<file path="src/rtl/imm_gen_pkg.sv">
// imm_gen_pkg: format codes and major-opcode constants shared by the immediate generator.
package imm_gen_pkg;
  typedef enum logic [2:0] {
    FMT_NONE = 3'd0,
    FMT_I    = 3'd1,
    FMT_S    = 3'd2,
    FMT_B    = 3'd3,
    FMT_U    = 3'd4,
    FMT_J    = 3'd5,
    FMT_C    = 3'd6
  } fmt_t;
  localparam logic [4:0] OPC_LOAD      = 5'd0;
  localparam logic [4:0] OPC_MISC_MEM  = 5'd3;
  localparam logic [4:0] OPC_OP_IMM    = 5'd4;
  localparam logic [4:0] OPC_AUIPC     = 5'd5;
  localparam logic [4:0] OPC_OP_IMM_32 = 5'd6;
  localparam logic [4:0] OPC_STORE     = 5'd8;
  localparam logic [4:0] OPC_LUI       = 5'd13;
  localparam logic [4:0] OPC_BRANCH    = 5'd24;
  localparam logic [4:0] OPC_JALR      = 5'd25;
  localparam logic [4:0] OPC_JAL       = 5'd27;
  localparam logic [4:0] OPC_SYSTEM    = 5'd28;
endpackage

</file>
<file path="src/rtl/imm_decode_comb.sv">
// imm_decode_comb: combinational instruction-to-{imm,fmt} decode; IMMGEN_RVC_EN adds compressed decode.
module imm_decode_comb
  import imm_gen_pkg::*;
#(
  parameter int XLEN = 32
) (
  input  logic [31:0]     instr,
  output logic [XLEN-1:0] imm,
  output fmt_t            fmt
);
  logic [4:0] opc;
  logic [31:0] i32, i_imm, s_imm, b_imm, u_imm, j_imm;
  assign opc   = instr[6:2];
  assign i_imm = {{20{instr[31]}}, instr[31:20]};
  assign s_imm = {{20{instr[31]}}, instr[31:25], instr[11:7]};
  assign b_imm = {{19{instr[31]}}, instr[31], instr[7], instr[30:25], instr[11:8], 1'b0};
  assign u_imm = {instr[31:12], 12'b0};
  assign j_imm = {{11{instr[31]}}, instr[31], instr[19:12], instr[20], instr[30:21], 1'b0};
`ifdef IMMGEN_RVC_EN
  // Keyed on {quadrant, funct3}; all results already sign- or zero-extended to 32 bits.
  function automatic logic [31:0] rvc_imm(input logic [15:0] c);
    case ({c[1:0], c[15:13]})
      5'b01_000, 5'b01_010: return 32'($signed({c[12], c[6:2]}));
      5'b01_011:            return 32'($signed({c[12], c[6:2], 12'b0}));
      5'b01_101:            return 32'($signed({c[12], c[8], c[10:9], c[6], c[7], c[2], c[11], c[5:3], 1'b0}));
      5'b01_110, 5'b01_111: return 32'($signed({c[12], c[6:5], c[2], c[11:10], c[4:3], 1'b0}));
      5'b00_010, 5'b00_110: return {25'b0, c[5], c[12:10], c[6], 2'b0};
      5'b10_010:            return {24'b0, c[3:2], c[12], c[6:4], 2'b0};
      5'b10_110:            return {24'b0, c[8:7], c[12:9], 2'b0};
      default:              return '0;
    endcase
  endfunction
`endif
  always_comb begin
    fmt = FMT_NONE;
    i32 = '0;
    if (instr[1:0] == 2'b11) begin
      case (opc)
        OPC_LOAD, OPC_MISC_MEM, OPC_OP_IMM, OPC_JALR, OPC_SYSTEM: begin fmt = FMT_I; i32 = i_imm; end
        OPC_OP_IMM_32: if (XLEN == 64) begin fmt = FMT_I; i32 = i_imm; end
        OPC_STORE:     begin fmt = FMT_S; i32 = s_imm; end
        OPC_BRANCH:    begin fmt = FMT_B; i32 = b_imm; end
        OPC_AUIPC, OPC_LUI: begin fmt = FMT_U; i32 = u_imm; end
        OPC_JAL:       begin fmt = FMT_J; i32 = j_imm; end
        default: ;
      endcase
    end
`ifdef IMMGEN_RVC_EN
    else begin
      fmt = FMT_C;
      i32 = rvc_imm(instr[15:0]);
    end
`endif
  end
  assign imm = XLEN'($signed(i32));
endmodule

</file>
<file path="src/rtl/imm_gen_pipe.sv">
// imm_gen_pipe: registered immediate generator with 2-entry skid buffer and flush.
// Optional compressed decode enabled by defining IMMGEN_RVC_EN.
module imm_gen_pipe
  import imm_gen_pkg::*;
#(
  parameter int XLEN = 32
) (
  input  logic            clk,
  input  logic            rst,
  input  logic            flush,
  input  logic            in_valid,
  output logic            in_ready,
  input  logic [31:0]     in_instr,
  output logic            out_valid,
  input  logic            out_ready,
  output logic [31:0]     out_instr,
  output logic [XLEN-1:0] out_imm,
  output logic [2:0]      out_fmt
);
  logic [XLEN-1:0] dec_imm, main_imm, skid_imm;
  fmt_t dec_fmt, main_fmt, skid_fmt;
  logic [31:0] main_instr, skid_instr;
  logic main_v, skid_v, acc, adv;
  imm_decode_comb #(.XLEN(XLEN)) u_dec (.instr(in_instr), .imm(dec_imm), .fmt(dec_fmt));
  assign in_ready  = !skid_v;
  assign acc       = in_valid & in_ready;
  assign adv       = !main_v | out_ready;
  assign out_valid = main_v;
  assign out_instr = main_instr;
  assign out_imm   = main_imm;
  assign out_fmt   = main_fmt;
  // Skid only fills while main is stalled, so it never accepts while it is draining.
  always_ff @(posedge clk or posedge rst) begin
    if (rst) begin
      main_v     <= 1'b0;
      main_instr <= '0;
      main_imm   <= '0;
      main_fmt   <= FMT_NONE;
      skid_v     <= 1'b0;
      skid_instr <= '0;
      skid_imm   <= '0;
      skid_fmt   <= FMT_NONE;
    end else if (flush) begin
      main_v <= 1'b0;
      skid_v <= 1'b0;
    end else if (adv) begin
      main_v <= skid_v | acc;
      skid_v <= 1'b0;
      if (skid_v) begin
        main_instr <= skid_instr;
        main_imm   <= skid_imm;
        main_fmt   <= skid_fmt;
      end else if (acc) begin
        main_instr <= in_instr;
        main_imm   <= dec_imm;
        main_fmt   <= dec_fmt;
      end
    end else if (acc) begin
      skid_v     <= 1'b1;
      skid_instr <= in_instr;
      skid_imm   <= dec_imm;
      skid_fmt   <= dec_fmt;
    end
  end
endmodule
</file>
<file path="config.mk">
export PLATFORM = sky130hd
export DESIGN_NAME = imm_gen_pipe
export DESIGN_NICKNAME = d
export VERILOG_FILES = /design/src/rtl/imm_gen_pkg.sv /design/src/rtl/imm_decode_comb.sv /design/src/rtl/imm_gen_pipe.sv
export SDC_FILE = /design/constraint.sdc
export NUM_CORES = 1
export LEC_CHECK = 0
export ABC_CLOCK_PERIOD_IN_PS = 6700
export BUFFER_PORTS_ARGS = -buffer_cell sky130_fd_sc_hd__buf_2
export CORE_AREA = 2 2 169 171
export CTS_CLUSTER_DIAMETER = 100
export CTS_CLUSTER_SIZE = 40
export DETAILED_ROUTE_END_ITERATION = 16
export DIE_AREA = 0 0 171 173
export PLACE_DENSITY = 0.38
export REMOVE_ABC_BUFFERS = 1
export SYNTH_ARGS = -nofsm -noshare
export SYNTH_HDL_FRONTEND = slang
export SYNTH_HIERARCHICAL = 1
export SYNTH_SLANG_ARGS = --single-unit
export TNS_END_PERCENT = 10
</file>
<file path="constraint.sdc">
create_clock -name clk -period 6.7 [get_ports clk]
set_input_delay 0.335 -clock clk [delete_from_list [all_inputs] [get_ports clk]]
set_output_delay 0.335 -clock clk [all_outputs]
set_load 0.02 [all_outputs]
</file>
==> impl_metrics.csv, run 1 <==
group,metric,value,unit
global_routing,grt_pass1_vias,4488,
power_and_ir_drop,power.total,2.25,mW
global_routing,grt_use_met1,14.8,%
sta,fin_ws,3.84,ns
global_routing,grt_max_degree,72,
sta,hold_violations,0,
sta,slew_headroom,25.5,%
clocking,cts_root_buffer,"clkbuf_16",
place,place.gp.congestion,0.715,
yosys,synth_seq_cells,136,
sta,finalSetupViolations,0,
detailed_routing,vias,4158,
sta,post-route-period-util,42.6,%
finish,post-route-util,29.8,%
critical_path,path_max_fanout,70,
global_routing,grt_use_met3,3.00,%
clocking,clk_pin_slew,0.07,ns
sta,fmax,350,MHz
critical_path,worstSetupEndpointType,"flip-flop",
clocking,cts_made_buffers,17,
clocking,holdBufCountCts,0,
critical_path,cp-start-kind,"flip-flop",
detailed_routing,wl,16.0,mm
sta,worst_slew_pin_slew,1.12,ns
clocking,cts.sinks,136,
detailed_routing,post_drt_wl_per_cell,16.4,um
place,post-place-ws,3.78,ns
critical_path,required,7.00,ns
yosys,synth_area,6850,sq um
critical_path,critical_path_class,"flip-flop to flip-flop",
detailed_routing,drc,0,
floorplan,core-area,27600,sq um
global_routing,grt_pass1_wl,25.5,mm
place,dpl.hpwl,9.96,mm
detailed_routing,vias_per_cell,4.25,
finish,n_fill_cell,2858,
clocking,cts_tree,"yes",
yosys,ys_seq_area_share,49.7,%
sta,drv_slew,0,
global_routing,grt_use_met2,17.9,%
finish,drive_above_1_share,60.3,%
global_routing,antenna_found_initial,1,
status,status,"completed",
yosys,synthCells,494,
floorplan,initial_core_util,24.8,%
yosys,avgSynthCellArea,13.9,sq um
global_routing,busiest_layer,"met2",
place,port_buffers,105,
clocking,clk_path_buf_depth,2,
finish,syn_to_final_growth,20.2,%
floorplan,ios,106,
clocking,insertion_delay,0.42,ns
floorplan,std_cell_rows,61,
sta,finalSetupTns,0,ns
yosys,synth.distinct_cells,45,
min_path,hold_class,"input port to asynchronous set/reset pin",
floorplan,die_y,173,um
power_and_ir_drop,power_density,274,nW/um^2
detailed_routing,firstDrtPassIters,4,
finish,fin_nets,623,
power_and_ir_drop,leakagePower,3.81,nW
clocking,cts_max_level,4,
power_and_ir_drop,peakVddDrop,0.140,mV
sta,grt_setup_unrepaired,"no",
clocking,post-cts-setup-buffers,0,
global_routing,globalRouteTotalUtil,11.2,%
detailed_routing,postRouteAntennaNets,0,
detailed_routing,drtIter0Drc,155,
floorplan,dieWidth,171,um
global_routing,gr-total-overflow,0,
clocking,postCtsResizedCells,0,
job,cap_viol_max_count,0,
sta,period_needed,2.86,ns
sta,fin_skew,0.0105,ns
yosys,synth_warnings,6,
critical_path,crit_arrival,3.16,ns
floorplan,die_area,29600,sq um
## state kept, by name, indices dropped and copies added, names as in the netlist
name	flops
out_imm	32
out_instr	32
skid_imm	32
skid_instr	32
out_fmt	3
skid_fmt	3
out_valid	1
skid_v	1
## path summary, 6_finish.rpt
check                           slack (ns)        endpoint  cells after the start       start
worst max-delay path                  3.84  skid_instr[18]                      4      skid_v
worst min-delay path                  0.02     out_imm[13]                      2         rst
worst max register to register        3.84  skid_instr[18]                      4      skid_v
worst min register to register        0.48      out_imm[4]                      1  out_imm[4]
max in group asynchronous             5.26          skid_v                      3         rst
min in group clk                      0.15       out_valid                      2       flush
## Yosys cell counts, drive strengths merged
cell type / instances / area (sq um)
inv: 5 / 18.8
a31oi: 2 / 27.5
o31ai: 1 / 12.5
nand2b: 2 / 12.5
nand4: 1 / 6.26
o32a: 1 / 10.0
nand3: 12 / 65.1
or3: 1 / 6.26
o21ai: 9 / 45.0
buf: 33 / 267
nor2b: 2 / 15.0
nor2: 9 / 43.8
mux2: 201 / 2380
a211o: 3 / 26.3
dfrtp: 136 / 3400
nor4b: 2 / 23.8
clkbuf: 2 / 7.51
nand3b: 1 / 7.51
a21oi: 28 / 215
a21boi: 2 / 15.0
and2: 7 / 43.8
nand4b: 2 / 17.5
nor3: 3 / 26.3
and3: 1 / 6.26
or2: 1 / 6.26
nand4bb: 1 / 11.3
nand2: 21 / 86.3
mux2i: 1 / 10.0
xor2: 1 / 8.76
nor3b: 2 / 15.0
o311a: 1 / 10.0
## placed cells by master (no fill, tap or decap), types with 8 or more instances in the layout
master     synthesis  final
a21oi_1            8      8
a21oi_2           20     20
buf_2             15    105
clkbuf_16          0     17
dfrtp_1          136    135
mux2_1            11     11
mux2_2           160    160
mux2_4            30     30
nand2_1           20     20
nand3_1           11     11
## power by group
part | internal [mW] | leakage, nW | switching (mW)
clock | 0.591 | 0.285 | 0.384
combinational | 0.144 | 1.76 | 0.168
sequential | 0.919 | 1.77 | 0.0489
total | 1.65 | 3.81 | 0.601
## layer usage
| metal | part of all wire, % | up-vias |
|---|---|---|
| met5 | 0 | - |
| met4 | 0.99 | 0 |
| met3 | 4.3 | 13 |
| met2 | 47 | 86 |
| met1 | 48 | 2094 |
| li1 | - | 1965 |
## through the flow
step	hold WS [ns]	cell area [sq um]	instances
finish	0.0209	8230	978
global route	0.0679	8230	977
CTS	0.0520	8230	977
detailed placement	0.469	7620	945
global placement	0.461	7620	945
floorplan	0.398	6570	459
## critical path: stages (launching register included)
cell     delay, ns
dfrtp_4       1.09
nor2_1        0.19
nand3_4       0.13
buf_4         0.84
mux2_2        0.42
## cell type report
cell class / count / area [sq um] / area share [%]
Clock buffer: 19 / 433 / 5.26
Sequential cell: 136 / 3410 / 41.4
Timing Repair Buffer: 108 / 548 / 6.66
Clock inverter: 13 / 170 / 2.07
Inverter: 5 / 23.8 / 0.289
Tap cell: 378 / 473 / 5.75
Antenna cell: 1 / 2.50 / 0.0304
Multi-Input combinational cell: 318 / 3170 / 38.5
## cells by family after synthesis
group | count (synthesis) | synth area share [%]
buffers and inverters | 40 | 4.28
and+or+nand+nor | 68 | 5.74
xor gates and xnor gates | 1 | 0.128
muxes | 202 | 34.9
AOI/OAI and AO/OA | 47 | 5.28
DFF | 136 | 49.7
(Power assumes the default switching activity.)
==> run 2: changes to the inputs <==
--- a/config.mk
+++ b/config.mk
@@ -5,7 +5,7 @@
 export SDC_FILE = /design/constraint.sdc
 export NUM_CORES = 1
 export LEC_CHECK = 0
-export ABC_CLOCK_PERIOD_IN_PS = 6700
+export ABC_CLOCK_PERIOD_IN_PS = 3000
 export BUFFER_PORTS_ARGS = -buffer_cell sky130_fd_sc_hd__buf_2
 export CORE_AREA = 2 2 169 171
 export CTS_CLUSTER_DIAMETER = 100
==> constraint.sdc (replaced) <==
create_clock -name clk -period 3 [get_ports clk]
set_input_delay 0.15 -clock clk [delete_from_list [all_inputs] [get_ports clk]]
set_output_delay 0.15 -clock clk [all_outputs]
set_load 0.02 [all_outputs]
==> run 2 against run 1 <==
  * Via count increased by 4.3%
  * Final area increased by 3.4%
  * Non-clock buffer count increased by 22
  * Critical path type is now input port to flip-flop
  * Total power increased by 130%
  * Die area unchanged
  * Combinational power increased by 130%
  * Global-route usage increased by 0.64 points
  * Register-to-register slack got worse by 2.6 ns
  * Clock-buffer cell count decreased by 2
  * Sequential power increased by 120%
==> impl_metrics.csv, run 2 (synthesis gave the netlist of run 1 again) <==
group,metric,value,unit
status,status,"completed",
clocking,cts.sinks,136,
detailed_routing,wl,16.7,mm
sta,grt_setup_unrepaired,"no",
critical_path,worstSetupEndpointType,"flip-flop",
detailed_routing,drc,0,
floorplan,ios,106,
detailed_routing,drtIter0Drc,132,
sta,slew_headroom,48.9,%
sta,fin_ws,0.950,ns
global_routing,grt_pass1_vias,4669,
sta,fmax,488,MHz
sta,fin_skew,0.00956,ns
detailed_routing,vias_per_cell,4.34,
place,dpl.hpwl,10.4,mm
clocking,insertion_delay,0.42,ns
floorplan,dieWidth,171,um
power_and_ir_drop,leakagePower,3.94,nW
critical_path,cp_top_family,"buffers and inverters",
finish,n_fill_cell,2841,
detailed_routing,post_drt_wl_per_cell,16.7,um
detailed_routing,firstDrtPassIters,4,
floorplan,die_area,29600,sq um
finish,syn_to_final_growth,24.3,%
floorplan,initial_core_util,24.8,%
sta,worst_slew_pin_slew,0.761,ns
sta,finalSetupTns,0,ns
sta,drv_slew,0,
place,dp_cells,951,
sta,hold_violations,0,
critical_path,cp_slowest_cell,"dlygate4sd3_1",
critical_path,crit_arrival,2.35,ns
critical_path,slowest_delay,0.55,ns
clocking,postCtsResizedCells,0,
job,cap_viol_max_count,0,
global_routing,antenna_found_initial,1,
critical_path,required,3.30,ns
detailed_routing,postRouteAntennaNets,0,
finish,drive_above_1_share,59.4,%
power_and_ir_drop,peakVddDrop,0.322,mV
sta,period_needed,2.05,ns
global_routing,grt_use_met2,18.8,%
sta,finalSetupViolations,0,
floorplan,die_y,173,um
clocking,cts_tree,"yes",
power_and_ir_drop,power.total,5.18,mW
place,place.gp.congestion,0.698,
sta,post-route-period-util,68.3,%
global_routing,grt_max_degree,69,
critical_path,critical_path_class,"input port to flip-flop",
clocking,clk_path_buf_depth,2,
critical_path,crit_chain,"dlygate4sd3_1, buf_2, nand2_1, a211o_2, buf_4, a21oi_2, mux2_2, mux2_2",
clocking,clk_pin_slew,0.06,ns
global_routing,grt_pass1_wl,27.1,mm
critical_path,worstRegToRegCells,3,
detailed_routing,vias,4335,
place,port_buffers,105,
min_path,hold_end,"skid_instr[17]",
finish,final_area,8510,sq um
clocking,post-cts-setup-buffers,0,
global_routing,busiest_layer,"met2",
critical_path,rr_startpoint,"skid_v",
critical_path,r2r_setup_slack,1.21,ns
critical_path,reg2reg_to,"out_imm[0]",
global_routing,globalRouteTotalUtil,11.8,%
place,placed_area,7710,sq um
finish,layout_common_cells,"mux2_2 (160), dfrtp_1 (135), buf_2 (105), mux2_4 (30)",
min_path,min_path_cells,2,
floorplan,core-area,27600,sq um
finish,layout.cells.non_filler,1000,
critical_path,path_max_fanout,15,
critical_path,cp-start-kind,"input port",
clocking,cts_made_buffers,17,
floorplan,std_cell_rows,61,
min_path,min-delay-start,"in_instr[17]",
place,post-place-ws,0.591,ns
min_path,hold_class,"input port to flip-flop",
clocking,cts_root_buffer,"clkbuf_16",
critical_path,cpMostUsedCell,"mux2_2",
critical_path,crit_buf_inv,3,
global_routing,gr-total-overflow,0,
finish,fin_nets,645,
clocking,cts_max_level,4,
power_and_ir_drop,power_density,609,nW/um^2
global_routing,grt_use_met3,2.93,%
finish,final_common_cell,"mux2_2",
global_routing,grt_use_met1,15.8,%
==> run 2: cell count changes in the layout (fill, tap and decap cells not counted) <==
| cell | before | now |
|---|---|---|
| inv_6 | 5 | 6 |
| dlygate4sd3_1 | 0 | 16 |
| clkinv_4 | 2 | 3 |
| clkbuf_1 | 2 | 0 |
| bufinv_16 | 3 | 4 |
| buf_12 | 0 | 3 |
| inv_8 | 0 | 1 |
| buf_4 | 3 | 6 |
| clkinvlp_4 | 3 | 1 |
==> run 2: cell type report <==
| class | instances | area [sq um] | area share (%) |
|---|---|---|---|
| flip-flops and latches | 136 | 3410 | 40.0 |
| multi-input cells | 318 | 3170 | 37.3 |
| repair buffers | 130 | 791 | 9.29 |
| well taps | 378 | 473 | 5.56 |
| clock buffers | 17 | 425 | 5.00 |
| clock inverters | 15 | 214 | 2.51 |
| inverters | 5 | 23.8 | 0.279 |
| diodes | 1 | 2.50 | 0.0294 |
==> run 2: worst max-delay path by stage <==
stage	startpoint	end	slack [ns]	depth (start not counted)
2_1_floorplan	skid_v	out_fmt[2]	-1.02	3
3_3_place_gp	in_instr[2]	out_imm[14]	0.63	8
3_5_place_dp	in_instr[2]	out_imm[13]	0.59	8
4_1_cts	in_instr[0]	out_imm[13]	0.94	8
5_1_grt	in_instr[1]	out_imm[15]	0.82	8
6_report	in_instr[1]	out_imm[13]	0.95	8
==> run 2: worst register-to-register path: cells and delay by family (launching register included) <==
kind / cells / cell delay [ns]
buffers and inverters: 1 / 0.50
DFF: 1 / 0.45
muxes: 2 / 0.73
==> run 2: per-layer routing <==
metal  part of all wire, %  vias up
li1                      -     2005
met5                     0        -
met3                   4.1       15
met2                    47       89
met4                   1.1        0
met1                    48     2226
==> run 2: power by group <==
group | switching (mW) | internal (mW) | leakage [nW]
combinational | 0.390 | 0.342 | 1.87
sequential | 0.102 | 2.05 | 1.77
clock | 0.883 | 1.41 | 0.311
total | 1.37 | 3.81 | 3.94
==> run 2: repair_timing <==
item / in CTS / in global routing
hold buffers: 16 / 0
endpoints found under the hold margin: 60 / 0
setup endpoints to repair: 0 / 0
==> run 2: stage by stage <==
step / utilization (%) / hold slack, ns
6_report: 30.8 / 0.0179
3_5_place_dp: 27.9 / 0.215
5_1_grt: 30.8 / 0.0167
4_1_cts: 30.8 / 0.00288
3_3_place_gp: 27.9 / 0.206
2_1_floorplan: - / 0.213
==> run 3: changes to the inputs <==
--- a/config.mk
+++ b/config.mk
@@ -5,7 +5,7 @@
 export SDC_FILE = /design/constraint.sdc
 export NUM_CORES = 1
 export LEC_CHECK = 0
-export ABC_CLOCK_PERIOD_IN_PS = 3000
+export ABC_CLOCK_PERIOD_IN_PS = 1900
 export BUFFER_PORTS_ARGS = -buffer_cell sky130_fd_sc_hd__buf_2
 export CORE_AREA = 2 2 169 171
 export CTS_CLUSTER_DIAMETER = 100
==> constraint.sdc (replaced) <==
create_clock -name clk -period 1.9 [get_ports clk]
set_input_delay 0.095 -clock clk [delete_from_list [all_inputs] [get_ports clk]]
set_output_delay 0.095 -clock clk [all_outputs]
set_load 0.02 [all_outputs]
==> run 3 against run 2 <==
  * Final cell count is 3.0% higher
  * Wire length rose by 4.3%
  * Die area did not move
  * Setup slack worse by 0.72 ns
  * Largest power group is now registers
  * Register-to-register slack got worse by 0.98 ns
  * Total power is 54% higher
  * First-iteration DRC count grew 16%
==> impl_metrics.csv, run 3 (synthesis gave the netlist of run 1 again) <==
group,metric,value,unit
sta,drv_slew,0,
floorplan,core-area,27600,sq um
clocking,clk_pin_slew,0.06,ns
detailed_routing,firstDrtPassIters,4,
status,status,"completed",
sta,fin_ws,0.226,ns
sta,slew_headroom,47.5,%
clocking,post-cts-setup-buffers,0,
sta,worst_slew_pin_slew,0.782,ns
power_and_ir_drop,switchingPower,2.12,mW
finish,fin_nets,675,
clocking,postCtsResizedCells,0,
power_and_ir_drop,leakagePower,4.10,nW
finish,n_fill_cell,2815,
critical_path,critical_path_class,"flip-flop to flip-flop",
clocking,cts.sinks,136,
place,placed_area,7950,sq um
power_and_ir_drop,swShare,26.5,%
critical_path,crit_arrival,1.97,ns
sta,fin_skew,0.00787,ns
sta,hold_ws,0.0151,ns
power_and_ir_drop,clockPowerShare,42.1,%
finish,final_common_cell,"mux2_2",
min_path,min-delay-start,"in_instr[23]",
global_routing,antenna_found_initial,2,
floorplan,std_cell_rows,61,
finish,final_area,8830,sq um
place,dpl.hpwl,11.2,mm
critical_path,path_max_fanout,37,
clocking,holdBufCountCts,28,
sta,fmax,597,MHz
floorplan,die_area,29600,sq um
finish,layout_common_cells,"mux2_2 (160), dfrtp_1 (135), buf_2 (105), mux2_4 (30), dlygate4sd3_1 (28)",
place,dp_cells,969,
place,post-place-ws,-0.116,ns
finish,layout.cells.non_filler,1030,
floorplan,ios,106,
critical_path,cp-start-kind,"flip-flop",
detailed_routing,postRouteAntennaNets,0,
clocking,clk_path_buf_depth,2,
clocking,insertion_delay,0.42,ns
power_and_ir_drop,p_int,5.89,mW
critical_path,rr_startpoint,"out_valid",
finish,regArea,3410,sq um
finish,post-route-util,32.0,%
sta,finalSetupViolations,0,
min_path,hold_class,"input port to flip-flop",
job,cap_viol_max_count,0,
critical_path,required,2.20,ns
detailed_routing,vias_per_cell,4.31,
floorplan,dieWidth,171,um
global_routing,grt_pass1_wl,28.0,mm
clocking,cts_max_level,4,
sta,period_needed,1.67,ns
critical_path,reg2reg_to,"out_imm[26]",
finish,multi_input_area,3170,sq um
critical_path,worstRegToRegCells,4,
power_and_ir_drop,pwr-share-comb,15.5,%
detailed_routing,vias,4444,
finish,drive_above_1_share,59.1,%
global_routing,grt_max_degree,68,
place,port_buffers,105,
sta,hold_violations,0,
global_routing,globalRouteTotalUtil,12.4,%
floorplan,die_y,173,um
sta,grt_setup_unrepaired,"no",
global_routing,grt_pass1_vias,4894,
detailed_routing,post_drt_wl_per_cell,16.9,um
min_path,min_path_cells,2,
detailed_routing,drc,0,
sta,post-route-period-util,88.1,%
global_routing,gr-total-overflow,0,
global_routing,grt_use_met2,20.4,%
power_and_ir_drop,p_seq_share,42.4,%
power_and_ir_drop,power_density,907,nW/um^2
global_routing,grt_use_met1,16.1,%
min_path,hold_end,"skid_instr[23]",
clocking,cts_made_buffers,17,
critical_path,r2r_setup_slack,0.23,ns
clocking,cts_root_buffer,"clkbuf_16",
detailed_routing,wl,17.4,mm
detailed_routing,drtIter0Drc,153,
power_and_ir_drop,peakVddDrop,0.332,mV
global_routing,grt_use_met3,2.91,%
floorplan,initial_core_util,24.8,%
clocking,cts_tree,"yes",
finish,syn_to_final_growth,29.0,%
critical_path,worstSetupEndpointType,"flip-flop",
global_routing,busiest_layer,"met2",
place,place.gp.congestion,0.715,
[run 3: cell types whose count changed in the layout (fill, tap and decap cells not counted), sizes merged]
cell / change
bufinv: -2
clkbuf: +5
dlygate4sd3: +12
inv: -5
buf: +18
clkinvlp: +1
clkinv: +1
[run 3: power by group through the flow]
stage | clock network, mW | logic [mW] | registers, mW
floorplan | 0 | 0.565 | 3.61
global placement | 0 | 1.20 | 3.43
detailed placement | 0 | 1.22 | 3.45
CTS | 3.48 | 1.27 | 3.40
global route | 3.63 | 1.35 | 3.45
finish | 3.37 | 1.24 | 3.40
[run 3: metrics by stage]
stage / total power, mW / setup TNS (ns)
floorplan: 4.18 / -496.42
global placement: 4.63 / -0.324
detailed placement: 4.67 / -0.687
CTS: 8.15 / 0
global route: 8.42 / 0
finish: 8.00 / 0
[run 3: how the worst max path moves through the flow]
stage                     slack [ns]  cells after the start         from           to
after floorplan                -2.12                      3       skid_v   out_fmt[2]
after global placement         -0.06                      7  in_instr[5]   out_imm[8]
after detailed placement       -0.12                      7  in_instr[5]   out_imm[7]
after CTS                       0.20                      4    out_valid  out_imm[26]
after global routing            0.13                      4    out_valid  out_imm[26]
final                           0.23                      4    out_valid  out_imm[26]
[run 3: area by class of cell]
type                            count  share of cell area (%)
Sequential cell                   136                    38.6
Multi-Input combinational cell    318                    35.9
Timing Repair Buffer              160                    13.1
Clock buffer                       22                    5.37
Tap cell                          378                    5.36
Clock inverter                     10                    1.35
Inverter                            5                   0.269
Antenna cell                        1                  0.0283
[run 3: routing by layer]
| metal | part of all wire, % | vias up |
|---|---|---|
| li1 | - | 2065 |
| met1 | 47 | 2271 |
| met2 | 48 | 92 |
| met3 | 4.0 | 14 |
| met4 | 1.1 | 2 |
| met5 | 0.040 | - |
[run 3: worst max-delay path, cell delays in order, from the launching register on]
cell and delay [ns]:
dfrtp_1 0.39, nor2b_2 0.20, nor3_4 0.29, buf_12 0.28
mux2_2 0.37
